==> src/rtl/id_ex_stage.sv <==
// MIPS32 ID/EX pipeline register with ALU-control decode, EX-stage operand
// forwarding from EX/MEM and MEM/WB, and load-use hazard detection.
module id_ex_stage (
    input  logic        clk,
    input  logic        rst_n,
    input  logic        stall,
    input  logic        flush,
    input  logic        id_valid,
    input  logic [31:0] id_rs_data,
    input  logic [31:0] id_rt_data,
    input  logic [31:0] id_imm,
    input  logic [4:0]  id_rs,
    input  logic [4:0]  id_rt,
    input  logic [4:0]  id_rd,
    input  logic [1:0]  id_alu_op,
    input  logic [5:0]  id_funct,
    input  logic [5:0]  id_ctrl,
    input  logic        exmem_reg_write,
    input  logic [4:0]  exmem_rd,
    input  logic [31:0] exmem_result,
    input  logic        memwb_reg_write,
    input  logic [4:0]  memwb_rd,
    input  logic [31:0] memwb_result,
    output logic [31:0] alu_a,
    output logic [31:0] alu_b,
    output logic [3:0]  alu_ctrl,
    output logic        ex_valid,
    output logic [4:0]  ex_wr_reg,
    output logic [31:0] ex_store_data,
    output logic [3:0]  ex_ctrl,
    output logic        load_use_stall
);

    typedef struct packed {
        logic        valid;
        logic        alu_src;
        logic [3:0]  ctrl;      // {reg_write, mem_read, mem_write, mem_to_reg}
        logic [3:0]  alu_ctrl;
        logic [4:0]  rs;
        logic [4:0]  rt;
        logic [4:0]  wr_reg;
        logic [31:0] rs_data;
        logic [31:0] rt_data;
        logic [31:0] imm;
    } ex_reg_t;

    ex_reg_t ex_q;
    ex_reg_t ex_d;
    ex_reg_t bubble;
    logic [31:0] fwd_a;
    logic [31:0] fwd_b;

    function automatic logic [3:0] alu_decode(input logic [1:0] op, input logic [5:0] funct);
        logic [3:0] code;
        code = 4'b0010;
        case (op)
            2'b01: code = 4'b0110;
            2'b10: begin
                case (funct)
                    6'b100010: code = 4'b0110;
                    6'b100100: code = 4'b0000;
                    6'b100101: code = 4'b0001;
                    6'b101010: code = 4'b0111;
                    default:   code = 4'b0010;
                endcase
            end
            default: code = 4'b0010;
        endcase
        return code;
    endfunction

    // EX/MEM wins over MEM/WB since it holds the younger result; $0 never forwards.
    function automatic logic [31:0] fwd_sel(
        input logic [4:0]  r,
        input logic [31:0] latched,
        input logic        em_we,
        input logic [4:0]  em_rd,
        input logic [31:0] em_res,
        input logic        mw_we,
        input logic [4:0]  mw_rd,
        input logic [31:0] mw_res
    );
        logic [31:0] v;
        v = latched;
        if (em_we && em_rd != 5'd0 && em_rd == r)
            v = em_res;
        else if (mw_we && mw_rd != 5'd0 && mw_rd == r)
            v = mw_res;
        return v;
    endfunction

    always_comb begin
        bubble          = '0;
        bubble.alu_ctrl = 4'b0010;

        ex_d          = '0;
        ex_d.valid    = id_valid;
        ex_d.alu_src  = id_ctrl[5];
        ex_d.ctrl     = id_ctrl[3:0];
        ex_d.alu_ctrl = alu_decode(id_alu_op, id_funct);
        ex_d.rs       = id_rs;
        ex_d.rt       = id_rt;
        ex_d.wr_reg   = id_ctrl[4] ? id_rd : id_rt;
        ex_d.rs_data  = id_rs_data;
        ex_d.rt_data  = id_rt_data;
        ex_d.imm      = id_imm;
    end

    always_comb begin
        load_use_stall = ex_q.valid && ex_q.ctrl[2] && (ex_q.rt != 5'd0) && id_valid &&
                         ((ex_q.rt == id_rs) || (ex_q.rt == id_rt));
    end

    always_ff @(posedge clk) begin
        if (!rst_n)
            ex_q <= bubble;
        else if (flush)
            ex_q <= bubble;
        else if (stall)
            ex_q <= ex_q;
        else if (load_use_stall)
            ex_q <= bubble;
        else
            ex_q <= ex_d;
    end

    always_comb begin
        fwd_a = fwd_sel(ex_q.rs, ex_q.rs_data, exmem_reg_write, exmem_rd, exmem_result,
                        memwb_reg_write, memwb_rd, memwb_result);
        fwd_b = fwd_sel(ex_q.rt, ex_q.rt_data, exmem_reg_write, exmem_rd, exmem_result,
                        memwb_reg_write, memwb_rd, memwb_result);
    end

    assign alu_a         = fwd_a;
    assign alu_b         = ex_q.alu_src ? ex_q.imm : fwd_b;
    assign ex_store_data = fwd_b;
    assign alu_ctrl      = ex_q.alu_ctrl;
    assign ex_valid      = ex_q.valid;
    assign ex_wr_reg     = ex_q.wr_reg;
    assign ex_ctrl       = ex_q.ctrl;

endmodule

==> config.mk <==
export PLATFORM = sky130hd
export DESIGN_NAME = id_ex_stage
export DESIGN_NICKNAME = d
export VERILOG_FILES = /design/src/rtl/id_ex_stage.sv
export SDC_FILE = /design/constraint.sdc
export NUM_CORES = 1
export LEC_CHECK = 0
export BUFFER_PORTS_ARGS = -buffer_cell sky130_fd_sc_hd__buf_4
export CAP_MARGIN = 15
export CORE_MARGIN = 2
export CORE_UTILIZATION = 24
export DETAILED_ROUTE_END_ITERATION = 8
export SLEW_MARGIN = 30
export SYNTH_ARGS = -nofsm -noshare
export SYNTH_HDL_FRONTEND = slang
export SYNTH_SLANG_ARGS = --single-unit
==> constraint.sdc <==
create_clock -name clk -period 3.95 [get_ports clk]
set_input_delay 0.395 -clock clk [delete_from_list [all_inputs] [get_ports clk]]
set_output_delay 0.395 -clock clk [all_outputs]
set_load 0.01 [all_outputs]
After elaboration in Yosys (flattened, before gate mapping)

Cells that the tools add are included.

Bits in registers: 121
Bits of input ports: 206
Output and inout port bits: 111
Word-level logic and storage cells: 47

Eq/ne operators: 12
Muxes and demuxes: 9
Bitwise logic cells: 1
Reduce and logical (&&, ||, !) cells: 15

Operators by type and width:

| cell                                                            | count |
|---|---|
| 32-bit two-way mux                                              | 5 |
| 121-bit two-way mux                                             | 1 |
| 5-bit == test                                                   | 6 |
| 6-bit == test, second input constant                            | 4 |
| 5-bit nonzero test                                              | 3 |
| 3-bit case mux with 4 select lines                              | 1 |
| 1-bit logical AND                                               | 10 |
| 3-bit case mux with 2 select lines                              | 1 |
| 5-bit two-way mux                                               | 1 |
| 2-bit by 1-bit == test with 1-bit output, second input constant | 1 |
| 2-bit == test, second input constant                            | 1 |
| 2-bit OR reduction                                              | 1 |
| 1-bit logical OR                                                | 1 |
| 1-bit NOT                                                       | 1 |

Longest topological paths before layout

Gate-level depths: netlist of the first run.

Word-level depth: 6
Gate-level depth with buffers: 8
Gate-level depth less buffers: 6

Least setup slack after synthesis of the first run

OpenSTA, ideal clock, no wires.

Path type: in2out
Start point: input port memwb_rd[1]
End point: output port alu_b[1]
Data arrival time: 1.983 ns
Required time: 3.555 ns
Setup slack: 1.572 ns
Stages: 6
Buffers on the path: 1
Path through: or4_4 > o211ai_2 > buf_2 > o21ai_2 > a31oi_2 > mux2_2

Cells in the longest elaborated chain, start to end: 6
Elaborated cells on any way between the ends: 7
Classes of those cells: eq/ne (1); mux (3); reduce/logical (3)

Ends and longest elaborated chain:

| item                 | line | text |
|---|---|---|
| start, declared      | 22   | `input logic [4:0] memwb_rd,` |
| 5-bit nonzero test   | 87   | `else if (mw_we && mw_rd != 5'd0 && mw_rd == r)` |
| 1-bit logical AND    | 87   |  |
| 1-bit logical AND *  | 87   |  |
| 32-bit two-way mux * | 87   |  |
| 32-bit two-way mux * | 85   | `if (em_we && em_rd != 5'd0 && em_rd == r)` |
| net ex_store_data[1] | 29   | `output logic [31:0] ex_store_data,` |
| 32-bit two-way mux * | 135  | `assign alu_b = ex_q.alu_src ? ex_q.imm : fwd_b;` |
| end, declared        | 25   | `output logic [31:0] alu_b,` |

Mark *: on every way through the listed nets, which the timed path passes. The rest lies on a longest branch.

Worst setup path in the final report of the first run

Start point: register ex_q[101] (netlist name)
End point: output port alu_b[5]

Cells in the longest elaborated chain, start to end: 5
Elaborated cells on any way between the ends: 7
Classes of those cells: eq/ne (2); mux (3); reduce/logical (2)

Ends and longest elaborated chain:

| item                   | line | text |
|---|---|---|
| start, declared        | 47   | `ex_reg_t ex_q;` |
| start signal, assigned | 116  | `ex_q <= bubble;` |
| start signal, assigned | 118  | `ex_q <= bubble;` |
| start signal, assigned | 120  | `ex_q <= ex_q;` |
| 5-bit == test          | 87   |  |
| 1-bit logical AND      | 87   |  |
| 32-bit two-way mux     | 87   |  |
| 32-bit two-way mux *   | 85   |  |
| 32-bit two-way mux *   | 135  |  |

Mark *: on every way between the ends. The rest lies on a longest branch, timed or not.

==> run_results.csv, run 1 <==
group,metric,value,unit
outcome,status,"completed",
timing,worstMarginPinSlew,0.948,ns
clock_tree,clk_latency,0.42,ns
critical_path,cp.required,3.56,ns
global_route,grt_max_degree,66,
power_and_ir_drop,ir_drop,0.238,mV
logic_synthesis,synth_top_area_frac,0.356,
critical_path,path_max_fanout,32,
clock_tree,clkSlewWorstSetupHoldPaths,0.07,ns
finish,num-fill-cells,2850,
clock_tree,htreeDepth,4,
power_and_ir_drop,seq_power_share,0.376,
logic_synthesis,async_flop_share,0,
logic_synthesis,synth_enable_flop_cells,0,
finish,drive_gt1_frac,0.499,
timing,tns,0,ns
drt,vias,6309,
clock_tree,cts_tree,"yes",
clock_tree,cts_buffers,17,
drt,drcViolationCount,0,
logic_synthesis,synth_area,6740,sq um
logic_synthesis,synth-main-ff-cell,"dfxtp_1",
run,max-cap-violations,0,
placement,gp_congestion,0.885,
logic_synthesis,yosys.area.top_type,"dfxtp_1",
floorplan,ios,317,
clock_tree,cts_hold_buf,0,
timing,setup_viol,0,
logic_synthesis,synth.top_cells.by_area,"dfxtp_1 36%, a22o_1 15%, a31oi_4 6.3%, mux2_2 6.2%, mux2i_1 4.7%",
logic_synthesis,syn_area_per_cell,10.3,sq um
drt,drt.antenna.violating_nets,0,
floorplan,dieArea,29500,sq um
placement,placed_area,9310,sq um
drt,avgRoutedWirePerCell,19.8,microns
drt,viasPerCell,4.79,
clock_tree,cts_num_sinks,120,
floorplan,die_h,172,microns
power_and_ir_drop,power_switching,0.000893,W
power_and_ir_drop,power_density,346,nW/um^2
global_route,grt_use_total,0.170,
critical_path,cp-end-kind,"output port",
timing,slew_headroom,0.368,
min_path,min_path_type,"in -> reg",
logic_synthesis,syn-num-nets,863,
finish,layout.nets,1134,
finish,final_cell_mix,"328 x buf_4, 119 x dfxtp_1, 118 x a22o_1",
floorplan,rows,61,
finish,area_growth,46.7,%
drt,firstDrtPassIters,5,
placement,dp_hpwl,18.8,mm
timing,period_share,0.822,
clock_tree,cts_setup_buffers,0,
logic_synthesis,synth_seq_cells,120,
critical_path,critPathKind,"reg -> out",
power_and_ir_drop,p_sw_frac,0.261,
power_and_ir_drop,power_frac_clock,0.448,
timing,final_max_slew_viol_count,0,
floorplan,start_util,0.243,
floorplan,die_w,172,microns
logic_synthesis,synth_seq_area_share,0.356,
global_route,grt-ovfl-total,0,
clock_tree,cts_resized,0,
timing,min_period,3.25,ns
global_route,antenna_found_initial,2,
timing,fin_skew,0.0121,ns
placement,port_buffers,315,
critical_path,startpoint_type,"flop",
drt,wirelength,26.0,mm
power_and_ir_drop,p_leak,4.03,nW
drt,drtIter0Drc,332,
logic_synthesis,synthCells,655,
power_and_ir_drop,p_int,0.00253,W
power_and_ir_drop,power_frac_comb,0.176,
finish,largest_reg_flops,107,
logic_synthesis,ys_types,46,
global_route,grt_pass1_vias,6419,
timing,hold_viol_final,0,
finish,final_common_cell,"buf_4",
critical_path,arrival,2.85,ns
finish,final_area,9890,sq um
clock_tree,cts-root-buf,"clkbuf_16",
global_route,grt_pass1_wl,38.1,mm
logic_synthesis,yosys_warnings,0,
timing,clock.fmax,308,MHz
clock_tree,clockBufferDepth,2,
timing,rsz0062_at_grt,"false",
floorplan,core_area,27700,sq um
[stage by stage]
stage          total power [W]  setup slack, ns  instances  hold WS (ns)   util
2_1_floorplan          0.00158             1.57        655         0.421      -
5_1_grt                0.00356            0.558       1316         0.169  0.357
3_5_place_dp           0.00191            0.823       1284         0.440  0.336
4_1_cts                0.00347            0.674       1314         0.167  0.356
6_report               0.00342            0.705       1316         0.191  0.357
3_3_place_gp           0.00191            0.875       1284         0.447  0.336
[power by group through the flow]
| stage | registers (W) | logic, W | clock network (W) |
|---|---|---|---|
| 6_report | 0.00129 | 0.000601 | 0.00153 |
| 5_1_grt | 0.00129 | 0.000644 | 0.00163 |
| 4_1_cts | 0.00129 | 0.000604 | 0.00158 |
| 3_5_place_dp | 0.00131 | 0.000602 | 0 |
| 3_3_place_gp | 0.00131 | 0.000597 | 0 |
| 2_1_floorplan | 0.00130 | 0.000285 | 0 |
[final timing paths]
| check | start | endpoint | slack (ns) | cells after the start |
|---|---|---|---|---|
| setup reg to reg | ex_q[105] | ex_q[22] | 1.87 | 6 |
| setup / recovery | ex_q[101] | alu_b[5] | 0.70 | 6 |
| hold reg to reg | alu_ctrl[2] | alu_ctrl[2] | 0.46 | 2 |
| hold / removal | id_rs_data[27] | ex_q[91] | 0.19 | 2 |
[synth_stat cells (2+ instances only)]
cell      count
ha_1          2
inv_1         3
nor2_1       34
mux2_2       37
nand3_1      36
or4_4         2
nor2b_1       2
clkbuf_1     36
a22o_1      118
o21ai_2      21
buf_4        14
buf_12        2
dfxtp_1     120
xnor2_1      23
a31oi_1       2
o21ai_1       3
buf_8         2
o21ai_4       9
a31oi_2      11
xor2_1        7
mux2i_1      32
a31oi_4      20
buf_1         7
nand4_1       2
a21oi_1      35
buf_2        14
nor3b_1       2
nand2_1       6
nor3_1       33
buf_6         4
[layout make-up]
cell class	instances	area (sq um)	area share
Sequential cell	120	2400	0.243
Antenna cell	1	2.50	0.000253
Timing Repair Buffer	331	2520	0.255
Clock inverter	8	98.8	0.00999
Clock buffer	22	464	0.0469
Tap cell	378	473	0.0478
Inverter	3	11.3	0.00114
Multi-Input combinational cell	453	3920	0.396
[per-layer routing]
metal	track usage	share of wire	vias up
met1	0.215	0.43	3014
met4	0.0582	0.023	2
met2	0.284	0.48	235
met5	0	0.00050	-
li1	-	-	3024
met3	0.0382	0.059	34
[worst max-delay path: stages, from the launching register on]
cell,delay (ns)
dfxtp_1,0.51
xor2_1,0.18
or4b_4,0.87
o21ai_2,0.26
a31oi_2,0.14
mux2_2,0.32
buf_4,0.14
[kinds of logic (layout without fill, tap and decap cells)]
group	Yosys count	after routing	share of synthesized area
other cells	1	2	0.000556
buf+inv	82	364	0.0686
compound gates	226	226	0.327
xor+xnor	30	30	0.0390
mux	69	69	0.109
simple gates	125	125	0.0957
fa+ha+maj	2	2	0.00371
flops	120	120	0.356
No activity file was read; power rests on OpenSTA's default activity.
==> inputs of run 2 (changes only) <==
Settings changed: ABC_AREA from default to 1.
Clock period 3.95 ns to 2.7 ns, I/O delays scaled along.
==> run_results.csv, run 2 <==
group,metric,value,unit
timing,setup_viol,0,
finish,final_cell_mix,"328 x buf_4, 283 x nand2_1, 166 x nand3_1",
critical_path,r2r_end,"ex_q[91]",
critical_path,path_max_fanout,32,
critical_path,reg2reg_slack,0.62,ns
drt,drtIter0Drc,562,
global_route,grt-ovfl-total,0,
power_and_ir_drop,power_frac_clock,0.467,
critical_path,cp.required,2.43,ns
logic_synthesis,synth_enable_flop_cells,0,
power_and_ir_drop,p_leak,5.53,nW
drt,drcViolationCount,0,
finish,layout.nets,1654,
timing,clock.fmax,394,MHz
min_path,holdPathEnd,"ex_q[60]",
min_path,hold_depth,3,
clock_tree,cts_hold_buf,0,
timing,min_period,2.54,ns
power_and_ir_drop,seq_power_share,0.337,
logic_synthesis,syn-num-nets,1407,
finish,largest_reg_flops,107,
critical_path,startpoint,"ex_q[104]",
power_and_ir_drop,ir_drop,0.368,mV
clock_tree,cts_buffers,17,
clock_tree,cts_num_sinks,120,
logic_synthesis,synth_seq_area_share,0.316,
placement,port_buffers,315,
logic_synthesis,synth.top_cells.by_area,"dfxtp_1 32%, nand2_1 14%, nand3_1 11%, o21ai_0 9.8%, a21oi_1 8.0%",
timing,worstMarginPinSlew,0.645,ns
finish,area_growth,42.8,%
placement,placed_area,10100,sq um
finish,utilization,0.345,
clock_tree,cts_tree,"yes",
power_and_ir_drop,p_sw_frac,0.283,
drt,viasPerCell,4.79,
finish,drive_gt1_frac,0.266,
clock_tree,clockBufferDepth,2,
placement,gp_congestion,0.904,
finish,final_common_cell,"buf_4",
outcome,status,"completed",
critical_path,critPathKind,"reg -> out",
power_and_ir_drop,power_density,517,nW/um^2
floorplan,die_w,182,microns
global_route,antenna_found_initial,0,
global_route,grt_pass1_vias,8854,
logic_synthesis,synth_top_area_frac,0.316,
power_and_ir_drop,power_switching,0.00159,W
timing,fin_skew,0.0132,ns
clock_tree,clk_latency,0.42,ns
floorplan,ios,317,
timing,period_share,0.940,
logic_synthesis,yosys_warnings,0,
logic_synthesis,yosys.area.top_type,"dfxtp_1",
clock_tree,cts-root-buf,"clkbuf_16",
power_and_ir_drop,p_int,0.00402,W
drt,wirelength,33.2,mm
finish,insertedDiodeCount,0,
logic_synthesis,synth-main-ff-cell,"dfxtp_1",
clock_tree,htreeDepth,4,
drt,avgRoutedWirePerCell,17.9,microns
drt,vias,8915,
run,max-cap-violations,0,
floorplan,start_util,0.242,
floorplan,core_area,31400,sq um
timing,tns,0,ns
logic_synthesis,synth_seq_cells,120,
drt,drt.antenna.violating_nets,0,
global_route,grt_use_total,0.199,
logic_synthesis,ys_types,29,
critical_path,r2r_start,"ex_q[103]",
timing,final_max_slew_viol_count,0,
logic_synthesis,synthCells,1199,
min_path,hp-start,"id_rt_data[28]",
placement,dp_hpwl,24.4,mm
floorplan,die_h,182,microns
logic_synthesis,yosys-top-cells-count,"283 x nand2_1, 166 x nand3_1, 149 x o21ai_0",
critical_path,arrival,2.27,ns
critical_path,reg2reg_depth,10,
timing,slew_headroom,0.570,
logic_synthesis,synth_area,7590,sq um
critical_path,startpoint_type,"flop",
floorplan,dieArea,33100,sq um
logic_synthesis,async_flop_share,0,
min_path,min_path_type,"in -> reg",
global_route,grt_max_degree,119,
timing,hold_viol_final,0,
finish,final_area,10800,sq um
logic_synthesis,yosysMostFrequentCell,"nand2_1",
timing,rsz0062_at_grt,"false",
floorplan,rows,65,
logic_synthesis,syn_area_per_cell,6.33,sq um
global_route,grt_pass1_wl,50.8,mm
critical_path,cp-end-kind,"output port",
drt,firstDrtPassIters,5,
clock_tree,clkSlewWorstSetupHoldPaths,0.07,ns
power_and_ir_drop,power_frac_comb,0.196,
[run 2: cell families after synthesis]
family                     Yosys count  share of synthesized area
AOI/OAI and AO/OA                  275                      0.182
muxes                                2                    0.00297
DFF                                120                      0.316
adders and majority gates            2                    0.00329
xor gates and xnor gates            23                     0.0265
and+or+nand+nor                    544                      0.328
other                                1                   0.000494
buffers and inverters              232                      0.141
[run 2: metrics by stage]
stage                     hold slack, ns  instances  setup WS (ns)  power, W
after detailed placement           0.460       1829          0.478   0.00302
after CTS                         0.0781       1861         0.0159   0.00568
after floorplan                    0.388       1199           1.07   0.00244
after global placement             0.453       1829          0.485   0.00302
after global routing              0.0865       1861         0.0119   0.00588
final                              0.103       1861          0.162   0.00561
[run 2: how the worst max path moves through the flow]
| stage | end | cells past startpoint |
|---|---|---|
| floorplan | ex_store_data[21] | 6 |
| global placement | alu_b[11] | 9 |
| detailed placement | alu_b[11] | 9 |
| CTS | alu_b[11] | 9 |
| global route | alu_b[11] | 12 |
| finish | alu_b[11] | 7 |
[run 2: final cells by class]
type,instances,area [sq um]
Clock buffer,19,443
Clock inverter,13,218
Fill cell,3436,20600
Inverter,122,463
Multi-Input combinational cell,847,4170
Sequential cell,120,2400
Tap cell,402,503
Timing Repair Buffer,338,2640
[run 2: repair_timing]
action                     CTS  global route
resized for setup            0             9
setup endpoints to repair    0            64
setup buffers                0             0
[run 2: worst max-delay path, stage by stage (launching register included)]
cell and delay [ns]:
dfxtp_1 0.50, xor2_1 0.15, nor2_4 0.16, buf_4 0.43
nand3_1 0.18, nand3_1 0.18, nand2_1 0.08, buf_4 0.15
[run 2: power groups by stage]
stage / sequential [W] / clock, W / combinational (W)
6_report: 0.00189 / 0.00262 / 0.00110
5_1_grt: 0.00190 / 0.00277 / 0.00121
3_3_place_gp: 0.00193 / 0 / 0.00109
3_5_place_dp: 0.00193 / 0 / 0.00109
4_1_cts: 0.00189 / 0.00269 / 0.00110
2_1_floorplan: 0.00191 / 0 / 0.000526
[run 2: metal layers]
layer / wire length [microns] / up-vias / global-route usage
met5: 0 / - / 0
met4: 1040 / 0 / 0.0706
met3: 2130 / 52 / 0.0415
met2: 16100 / 360 / 0.349
met1: 14000 / 4095 / 0.239
li1: - / 4408 / -
